===== config.mk =====
export PLATFORM = sky130hd
export DESIGN_NAME = lmfe_median_unit_flat
export DESIGN_NICKNAME = d
export VERILOG_FILES = /design/src/rtl/lmfe_median_unit_if.sv /design/src/rtl/lmfe_median_unit.sv /design/src/flat_wrapper.sv
export SDC_FILE = /design/constraint.sdc
export NUM_CORES = 2
export LEC_CHECK = 0
export BUFFER_PORTS_ARGS = -buffer_cell sky130_fd_sc_hd__clkbuf_2
export CORE_MARGIN = 5
export CORE_UTILIZATION = 40
export CTS_CLUSTER_DIAMETER = 80
export CTS_CLUSTER_SIZE = 24
export DETAILED_ROUTE_END_ITERATION = 10
export GPL_TIMING_DRIVEN = 1
export HOLD_SLACK_MARGIN = 0.15
export PLACE_DENSITY = 0.69
export SKIP_CTS_REPAIR_TIMING = 1
export SLEW_MARGIN = 20
export SYNTH_ARGS = -nofsm -noshare
export SYNTH_HDL_FRONTEND = slang
export SYNTH_SLANG_ARGS = --single-unit
export TNS_END_PERCENT = 50

===== constraint.sdc =====
create_clock -name clk -period 33.5 [get_ports clk]
set_input_delay 1.675 -clock clk [delete_from_list [all_inputs] [get_ports clk]]
set_output_delay 1.675 -clock clk [all_outputs]
set_load 0.05 [all_outputs]

===== src/rtl/lmfe_median_unit_if.sv =====
// Update/result bundle between the filter controller (master) and lmfe_median_unit (slave).
interface lmfe_median_unit_if #(
   parameter int unsigned W = 8
);
   logic         CLR;
   logic         SE;
   logic [W-1:0] INS;
   logic [W-1:0] DEL;
   logic [W-1:0] MED;
   logic         VLD;
   logic         ERR;

   modport master (output CLR, SE, INS, DEL, input MED, VLD, ERR);
   modport slave  (input CLR, SE, INS, DEL, output MED, VLD, ERR);
endinterface


===== src/rtl/lmfe_median_unit.sv =====
// Running median over an N-sample window held as a sorted register array, one insert+delete per cycle.
// Optional macro LMFE_MED_CHECK_EN enables the sticky delete-miss flag on ERR.
module lmfe_median_unit #(
   parameter int unsigned N = 49,
   parameter int unsigned W = 8
) (
   input  logic              clk,
   input  logic              RST_N,
   lmfe_median_unit_if.slave bus
);
   localparam int unsigned CW  = $clog2(N + 1);
   localparam int unsigned MID = (N - 1) / 2;

   logic [W-1:0]  slot_q [N];
   logic [W-1:0]  slot_d [N];
   logic [W-1:0]  rem    [N];
   logic [CW-1:0] cnt_q;
   logic [CW-1:0] cnt_d;
   logic [W-1:0]  med_q;
   logic          vld_q;
   logic          full;
   logic          hit;
   int unsigned   r_idx;
   int unsigned   p_idx;
   int unsigned   k;
   int unsigned   j;

   always_comb begin
      full  = (cnt_q == CW'(N));
      hit   = 1'b0;
      r_idx = N - 1;
      p_idx = 0;
      k     = 0;
      j     = 0;
      for (int unsigned i = 0; i < N; i++) begin
         if (!hit && slot_q[i] == bus.DEL) begin
            hit   = 1'b1;
            r_idx = i;
         end
      end
      // While filling the delete always drops the top padding slot
      if (!full) r_idx = N - 1;
      for (int unsigned i = 0; i < N; i++) begin
         k = (i + 1 < N) ? i + 1 : N - 1;
         if (i < r_idx)      rem[i] = slot_q[i];
         else if (i + 1 < N) rem[i] = slot_q[k];
         else                rem[i] = '1;
      end
      for (int unsigned i = 0; i + 1 < N; i++) begin
         if (rem[i] < bus.INS) p_idx = p_idx + 1;
      end
      for (int unsigned i = 0; i < N; i++) begin
         j = (i == 0) ? 0 : i - 1;
         if (i < p_idx)       slot_d[i] = rem[i];
         else if (i == p_idx) slot_d[i] = bus.INS;
         else                 slot_d[i] = rem[j];
      end
      cnt_d = full ? cnt_q : cnt_q + 1'b1;
   end

   always_ff @(posedge clk or negedge RST_N) begin
      if (!RST_N) begin
         slot_q <= '{default: '1};
         cnt_q  <= '0;
         med_q  <= '1;
         vld_q  <= 1'b0;
      end else if (bus.CLR) begin
         slot_q <= '{default: '1};
         cnt_q  <= '0;
         med_q  <= '1;
         vld_q  <= 1'b0;
      end else if (!bus.SE) begin
         slot_q <= slot_d;
         cnt_q  <= cnt_d;
         med_q  <= slot_d[MID];
         vld_q  <= (cnt_d == CW'(N));
      end
   end

   assign bus.MED = med_q;
   assign bus.VLD = vld_q;

`ifdef LMFE_MED_CHECK_EN
   logic err_q;

   always_ff @(posedge clk or negedge RST_N) begin
      if (!RST_N)                    err_q <= 1'b0;
      else if (bus.CLR)              err_q <= 1'b0;
      else if (!bus.SE && full && !hit) err_q <= 1'b1;
   end

   assign bus.ERR = err_q;
`else
   assign bus.ERR = 1'b0;
`endif

endmodule

===== src/flat_wrapper.sv =====
// flat-port wrapper written by rule: the top's interface ports become plain ports
module lmfe_median_unit_flat 
#(
   parameter int unsigned N = 49,
   parameter int unsigned W = 8
)
  (clk, RST_N, bus_CLR, bus_SE, bus_INS, bus_DEL, bus_MED, bus_VLD, bus_ERR);
  lmfe_median_unit_if #(.W(W)) bus_i ();
  input  logic clk;
  input  logic RST_N;
  input wire logic [$bits(bus_i.CLR)-1:0] bus_CLR;
  input wire logic [$bits(bus_i.SE)-1:0] bus_SE;
  input wire logic [$bits(bus_i.INS)-1:0] bus_INS;
  input wire logic [$bits(bus_i.DEL)-1:0] bus_DEL;
  output wire logic [$bits(bus_i.MED)-1:0] bus_MED;
  output wire logic [$bits(bus_i.VLD)-1:0] bus_VLD;
  output wire logic [$bits(bus_i.ERR)-1:0] bus_ERR;
  assign bus_i.CLR = bus_CLR;
  assign bus_i.SE = bus_SE;
  assign bus_i.INS = bus_INS;
  assign bus_i.DEL = bus_DEL;
  assign bus_MED = bus_i.MED;
  assign bus_VLD = bus_i.VLD;
  assign bus_ERR = bus_i.ERR;
  lmfe_median_unit #(.N(N), .W(W)) u_core (.clk(clk), .RST_N(RST_N), .bus(bus_i));
endmodule

Word level (Yosys, flattened, before mapping)
Index checks and enable logic that the tools add are counted.
- bits in registers: 407
- output and inout bits: 10
- word-level logic and storage cells: 747
- $add $sub $neg: 48
- order comparisons: 146
- eq/ne operators: 101
- mux-type cells: 302
- reduce and logical (&&, ||, !) cells: 98
- operator list (operator ; count):
    $mux W32 ; 96
    $add A32 B1 Y32 const B ; 46
    $mux W8 ; 149
    $lt A6 B32 Y1 const A ; 34
    $lt A5 B32 Y1 const A ; 32
    $mux W392 ; 2
    $eq A6 B32 Y1 const A ; 17
    $eq A5 B32 Y1 const A ; 16
    $lt A4 B32 Y1 const A ; 16
    $eq A8 B8 Y1 ; 49
    $lt A8 B8 Y1 ; 48
    $eq A4 B32 Y1 const A ; 8
    $lt A3 B32 Y1 const A ; 8
    $eq A3 B32 Y1 const A ; 4
    $lt A1 B32 Y1 const A ; 4
    $lt A2 B32 Y1 const A ; 4
    $eq A2 B32 Y1 const A ; 2
    $mux W1 ; 51
    $logic_and A1 B1 Y1 ; 48
    $logic_not A1 Y1 ; 48
    $eq A1 B32 Y1 const A ; 1
    $logic_not A32 Y1 ; 1
    $mux W6 ; 4
    $eq A6 B6 Y1 const B ; 2
    5 further kinds ; 5

Logic depth before layout (Yosys ltp)
- depth in word-level cells: 250
- depth in mapped cells: 178
- gate-level depth less buffers: 164

Least setup slack after synthesis
OpenSTA, ideal clock, no wires.
- path type: input to register
- start point: in bus_DEL[7]
- end point: reg u_core.slot_q[254] (netlist bit)
- arrival: 35189 ps
- data required time: 33402 ps
- slack: -1787 ps
- stages: 170
- cell sequence: buf_2 > buf_6 > buf_6 > buf_6 > xor2_1 > nor4_1 > nand2_1 > and2_1 > and4_1 > buf_2 > nand4_1 > nand3_1 > clkbuf_1 > buf_1 > clkbuf_1 > nor3_1 > mux2i_1 > inv_1 > [134 not listed] > mux2_2 > ha_1 > mux2_2 > ha_1 > mux2_2 > ha_1 > mux2_2 > ha_1 > and2_1 > and3_1 > or2_2 > xnor2_1 > buf_1 > clkbuf_1 > clkbuf_1 > nand4_1 > mux2i_1 > a221oi_1
- cells in the longest elaborated chain, start to end: 250
- RTL lines (item ; RTL line ; text):
    from (decl) ; flat_wrapper.sv:14 ; input wire logic [$bits(bus_i.DEL)-1:0] bus_DEL;
    $eq A8 B8 Y1 ; lmfe_median_unit.sv:36 ; if (!hit && slot_q[i] == bus.DEL) begin
    $mux W1 ; lmfe_median_unit.sv:36 ;
    $logic_not A1 Y1 ; lmfe_median_unit.sv:36 ;
    $logic_and A1 B1 Y1 ; lmfe_median_unit.sv:36 ;
    $mux W1 ; lmfe_median_unit.sv:36 ;
    $logic_not A1 Y1 ; lmfe_median_unit.sv:36 ;
    $logic_and A1 B1 Y1 ; lmfe_median_unit.sv:36 ;
    $mux W1 ; lmfe_median_unit.sv:36 ;
    [135 not listed] ; -- ;
    $logic_not A1 Y1 ; lmfe_median_unit.sv:36 ;
    $logic_and A1 B1 Y1 ; lmfe_median_unit.sv:36 ;
    $mux W32 (*) ; lmfe_median_unit.sv:36 ;
    $mux W32 (*) ; lmfe_median_unit.sv:42 ; if (!full) r_idx = N - 1;
    parallel branches: the longest is 100 deep, another holds $lt A1 B32 Y1 ; -- ;
    $mux W8 (*) ; lmfe_median_unit.sv:54 ; if (i < p_idx) slot_d[i] = rem[i];
    $mux W392 (*) ; lmfe_median_unit.sv:72 ; end else if (!bus.SE) begin
    $mux W392 (*) ; lmfe_median_unit.sv:67 ; end else if (bus.CLR) begin
    to (signal assigned) ; lmfe_median_unit.sv:73 ; slot_q <= slot_d;
    to (decl) ; lmfe_median_unit.sv:14 ; logic [W-1:0] slot_q [N];
Every way passes the cells marked *. The select of a mux whose other input is x is not followed.
A chain may end at the register's enable or synchronous reset.

Worst setup path after layout
- start point: in bus_DEL[7]
- end point: reg u_core.slot_q[314] (netlist bit)
- cells in the longest elaborated chain, start to end: 250
- RTL lines (item ; RTL line):
    $eq A8 B8 Y1 ; lmfe_median_unit.sv:36
    $mux W1 ; lmfe_median_unit.sv:36
    $logic_not A1 Y1 ; lmfe_median_unit.sv:36
    $logic_and A1 B1 Y1 ; lmfe_median_unit.sv:36
    $mux W1 ; lmfe_median_unit.sv:36
    $logic_not A1 Y1 ; lmfe_median_unit.sv:36
    $logic_and A1 B1 Y1 ; lmfe_median_unit.sv:36
    $mux W1 ; lmfe_median_unit.sv:36
    [135 not listed] ; --
    $logic_not A1 Y1 ; lmfe_median_unit.sv:36
    $logic_and A1 B1 Y1 ; lmfe_median_unit.sv:36
    $mux W32 (*) ; lmfe_median_unit.sv:36
    $mux W32 (*) ; lmfe_median_unit.sv:42
    parallel branches: the longest is 100 deep, another holds $lt A1 B32 Y1 ; --
    $mux W8 (*) ; lmfe_median_unit.sv:54
    $mux W392 (*) ; lmfe_median_unit.sv:72
    $mux W392 (*) ; lmfe_median_unit.sv:67
Marks and branches as above.

==> flow_results.org <==
** Floorplanning
- After floorplanning, the core was divided into 132 placement rows.
- Die width :: 372 um
- The floorplan step defined a die boundary enclosing 138000 sq um.
- The initial utilization of the core area, before any placement, comes to 40.3%.
- Placeable Area :: 130000 sq um
- In this run the count of I/O pins placed on the die edge is 30.
- The die is 372 um tall.

** Clock network
- Buffers inserted during clock tree synthesis total 29.
- Worst skew pair latency :: 0.67 ns
- CTS tree :: done
- Number of clock sinks seen by CTS :: 399
- The tree is rooted in a sky130_fd_sc_hd__clkbuf_16.
- Clock edge transition at the registers on the reported setup and hold paths :: 0.09 ns
- Number of levels in the clock H-tree :: 1
- In this run the deepest clock path goes through 3 buffers.

** Synthesis
- Post-Synthesis Net Count :: 6507
- After synthesis, the mean cell area works out to 8.57 sq um.
- Synthesis inferred 399 register bits.
- Counting flops with an async set or reset pin after synthesis yields a share of 100%.
- In this run, distinct cell masters in the synthesized netlist total 134.
- Of the synthesized area, sequential elements account for 20.0%.
- Area of the mapped netlist :: 52300 sq um
- Synthesis handed over a netlist of 6100 instances.
- For this run, the leading register cell type out of synthesis is sky130_fd_sc_hd__dfstp_2.
- Yosys warning total :: 0
- Number of enable-type register cells in the synthesized netlist :: 0

** Worst setup path
- Largest fanout of any net on the critical path :: 8
- CP Data Required Time :: 34.06 ns
- STA puts the critical path data arrival time at 32.99 ns.
- Cell with the largest stage delay on the worst path :: sky130_fd_sc_hd__a21oi_1
- STA classifies the critical path startpoint as an input port.
- On the worst path, the slowest cell contributes a delay of 0.61 ns.
- By startpoint and endpoint, the worst setup path is classified as in2reg.
- Endpoint type of the worst setup path :: flop
- Among the stages of the critical path, the cell type that occurs most often is sky130_fd_sc_hd__ha_1.

** Global route
- The number of antenna violations at the first check in global routing is 4.
- Maximum number of pins on one net before global-route repair :: 161
- Via count of the first global-routing pass :: 52200
- Global-route wire length before repair :: 326000 um
- GR met2 Demand/Resource :: 47.0%
- Total overflow reported by the global router :: 0
- Met3 Track Usage GR :: 6.27%
- The layer flagged by global routing as most heavily used is met2.
- GRT Total Usage :: 30.2%
- Grt met1 use :: 39.8%

** Timing
- Share of the cycle needed by the critical path after routing :: 96.8%
- Setup TNS :: 0 ns
- Counting I/O delays and the setup requirement, the final critical path takes 32.43 ns.
- Final setup skew :: 0.0382 ns
- Hold Slack :: 0.501 ns
- Worst slew pin tran :: 1.14 ns
- Setup violations remaining at the end of the flow were counted as 0.
- The total count of max-transition violations in the final report came to 0.
- Tightest slew margin relative to the limit :: 23.8%
- Hold Vio Cnt, Final :: 0
- Derived from the worst setup path, the maximum achievable clock frequency is 30.8 MHz.

** Cells and area
- Area grow syn2layout :: 20.6%
- Util after Layout :: 48.6%
- Share of layout cells above drive strength 1 :: 30.2%
- The final layout contains 7069 nets.

** Drt
- First-pass detailed-route iteration total :: 10
- The routed layout has 53700 vias.
- The first routing iteration left 5878 violations.
- Remaining number of nets flagged by the antenna check after routing :: 0
- Detail-routed net length per standard cell :: 26.4 um
- Number of remaining DRC errors :: 0
- For this block, the routed nets add up to 223000 um of wire.
- Drt via density :: 6.38

** Worst hold path
- In this run the worst hold path is classified as reg2reg.

** Place
- Port Buffer Count :: 28
- The HPWL after detailed placement is 166000 um.
- At the end of routability-driven placement, the weighted congestion stood at 1.04.

** Run status
- The flow ran to the end, and the final reports show no timing, DRC or antenna violations.

** Run
- Max cap viols :: 0
[cells in the final DEF (no fill, tap or decap), drive strengths merged, types with 34 or more instances in the layout]
cell    synthesis  final
o22ai          90     90
buf           135    855
clkbuf        215     59
nor3           89     89
nor4          135    135
a21oi         400    400
xor2          351    351
a21o           77     77
nor2b          42     42
nand2         318    318
xnor2         291    291
nand2b         57     57
inv           238    251
a221oi        148    148
nand3         108    108
o21ai         281    281
and2           61     61
o21a           67     67
a211oi         71     71
a31oi          57     57
and3           53     53
o211ai         34     34
nor2          574    574
mux2i         470    470
ha            387    387
mux2          310    310
or2            40     40
nand4          78     78
dfstp         392    392
[area by class of cell]
type,instances,area [sq um]
clock buffers,33,751
inverters,241,907
multi-input cells,5110,40800
clock inverters,21,269
well taps,1742,2180
repair buffers,881,7650
fillers,12200,66600
flip-flops and latches,399,10500
diodes,2,5.00
[per-layer routing]
layer	part of all wire [%]	up-vias
met5	0.014	-
met3	11	772
met2	43	3031
met1	40	26200
li1	-	23700
met4	6.5	4
[state kept, by name, summed over array words and instances, names as in the netlist]
name and count:
u_core.slot_q 384, u_core.bus.MED 8, u_core.cnt_q 6, u_core.bus.VLD 1
[path summary, 6_finish.rpt]
| path | from | endpoint | slack [ns] | cells past startpoint |
|---|---|---|---|---|
| worst min register to register | u_core.bus.VLD | u_core.bus.VLD | 0.50 | 2 |
| worst max-delay path | bus_DEL[7] | u_core.slot_q[314] | 1.07 | 167 |
| worst min-delay path | u_core.bus.VLD | u_core.bus.VLD | 0.50 | 2 |
| max in group asynchronous | RST_N | u_core.slot_q[210] | 30.98 | 2 |
| min in group asynchronous | RST_N | u_core.slot_q[298] | 1.43 | 1 |
| worst max register to register | u_core.slot_q[336] | u_core.slot_q[314] | 1.83 | 166 |
[stage by stage]
step                      cell area [sq um]  std cells  setup WS [ns]
final                                 63000       8429           1.07
after floorplan                       52600       6100        0.00668
after global placement                60100       8328          -1.35
after CTS                             61100       8382          -1.12
after global routing                  63000       8427         -0.272
after detailed placement              60100       8328          -1.59
[worst max-delay path, delay by kind of cell]
kind	cells	cell delay (ns)
simple gates	46	6.81
fa+ha+maj	40	10.72
buf+inv	18	2.06
xor+xnor	8	1.28
mux	18	3.96
compound gates	37	6.40
[cell usage after synthesis (42+ instances only)]
library cell               number  area share (%)
sky130_fd_sc_hd__nand4_1       74            0.89
sky130_fd_sc_hd__nand2_1      317             2.3
sky130_fd_sc_hd__a221oi_1     148             2.5
sky130_fd_sc_hd__o22ai_1       90             1.1
sky130_fd_sc_hd__mux2i_1      470             9.0
sky130_fd_sc_hd__a21o_1        77             1.1
sky130_fd_sc_hd__nor2_1       571             4.1
sky130_fd_sc_hd__and2_1        60            0.72
sky130_fd_sc_hd__and3_1        53            0.63
sky130_fd_sc_hd__a31oi_1       54            0.65
sky130_fd_sc_hd__nand3_1      107             1.0
sky130_fd_sc_hd__xor2_1       348             5.8
sky130_fd_sc_hd__nor2b_1       42            0.50
sky130_fd_sc_hd__nand2b_1      57            0.68
sky130_fd_sc_hd__a21oi_1      399             3.8
sky130_fd_sc_hd__a211oi_1      68            0.98
sky130_fd_sc_hd__o21ai_0      244             2.3
sky130_fd_sc_hd__ha_1         387             9.3
sky130_fd_sc_hd__inv_1        234             1.7
sky130_fd_sc_hd__o21a_1        67            0.96
sky130_fd_sc_hd__nor4_1       115             1.4
sky130_fd_sc_hd__mux2_2       305             6.6
sky130_fd_sc_hd__buf_2         46            0.44
sky130_fd_sc_hd__clkbuf_1     212             1.5
sky130_fd_sc_hd__xnor2_1      273             4.6
sky130_fd_sc_hd__nor3_1        82            0.78
sky130_fd_sc_hd__dfstp_2      392              20
[cell families (layout without fill, tap and decap cells)]
family	after synthesis	count (layout)	share of synthesized area, %
AND/OR/NAND/NOR	1689	1689	16.6
AO/OA/AOI/OAI	1565	1565	20.3
multiplexers	780	780	15.7
XOR/XNOR	684	684	13.0
buffers and inverters	591	1176	5.09
flip-flops	399	399	20.0
adder cells (fa/ha/maj)	391	391	9.34
other	1	3	0.00717
Power is not shown: default switching activity piles up to over one toggle a cycle in this logic, so the estimate is an artifact.
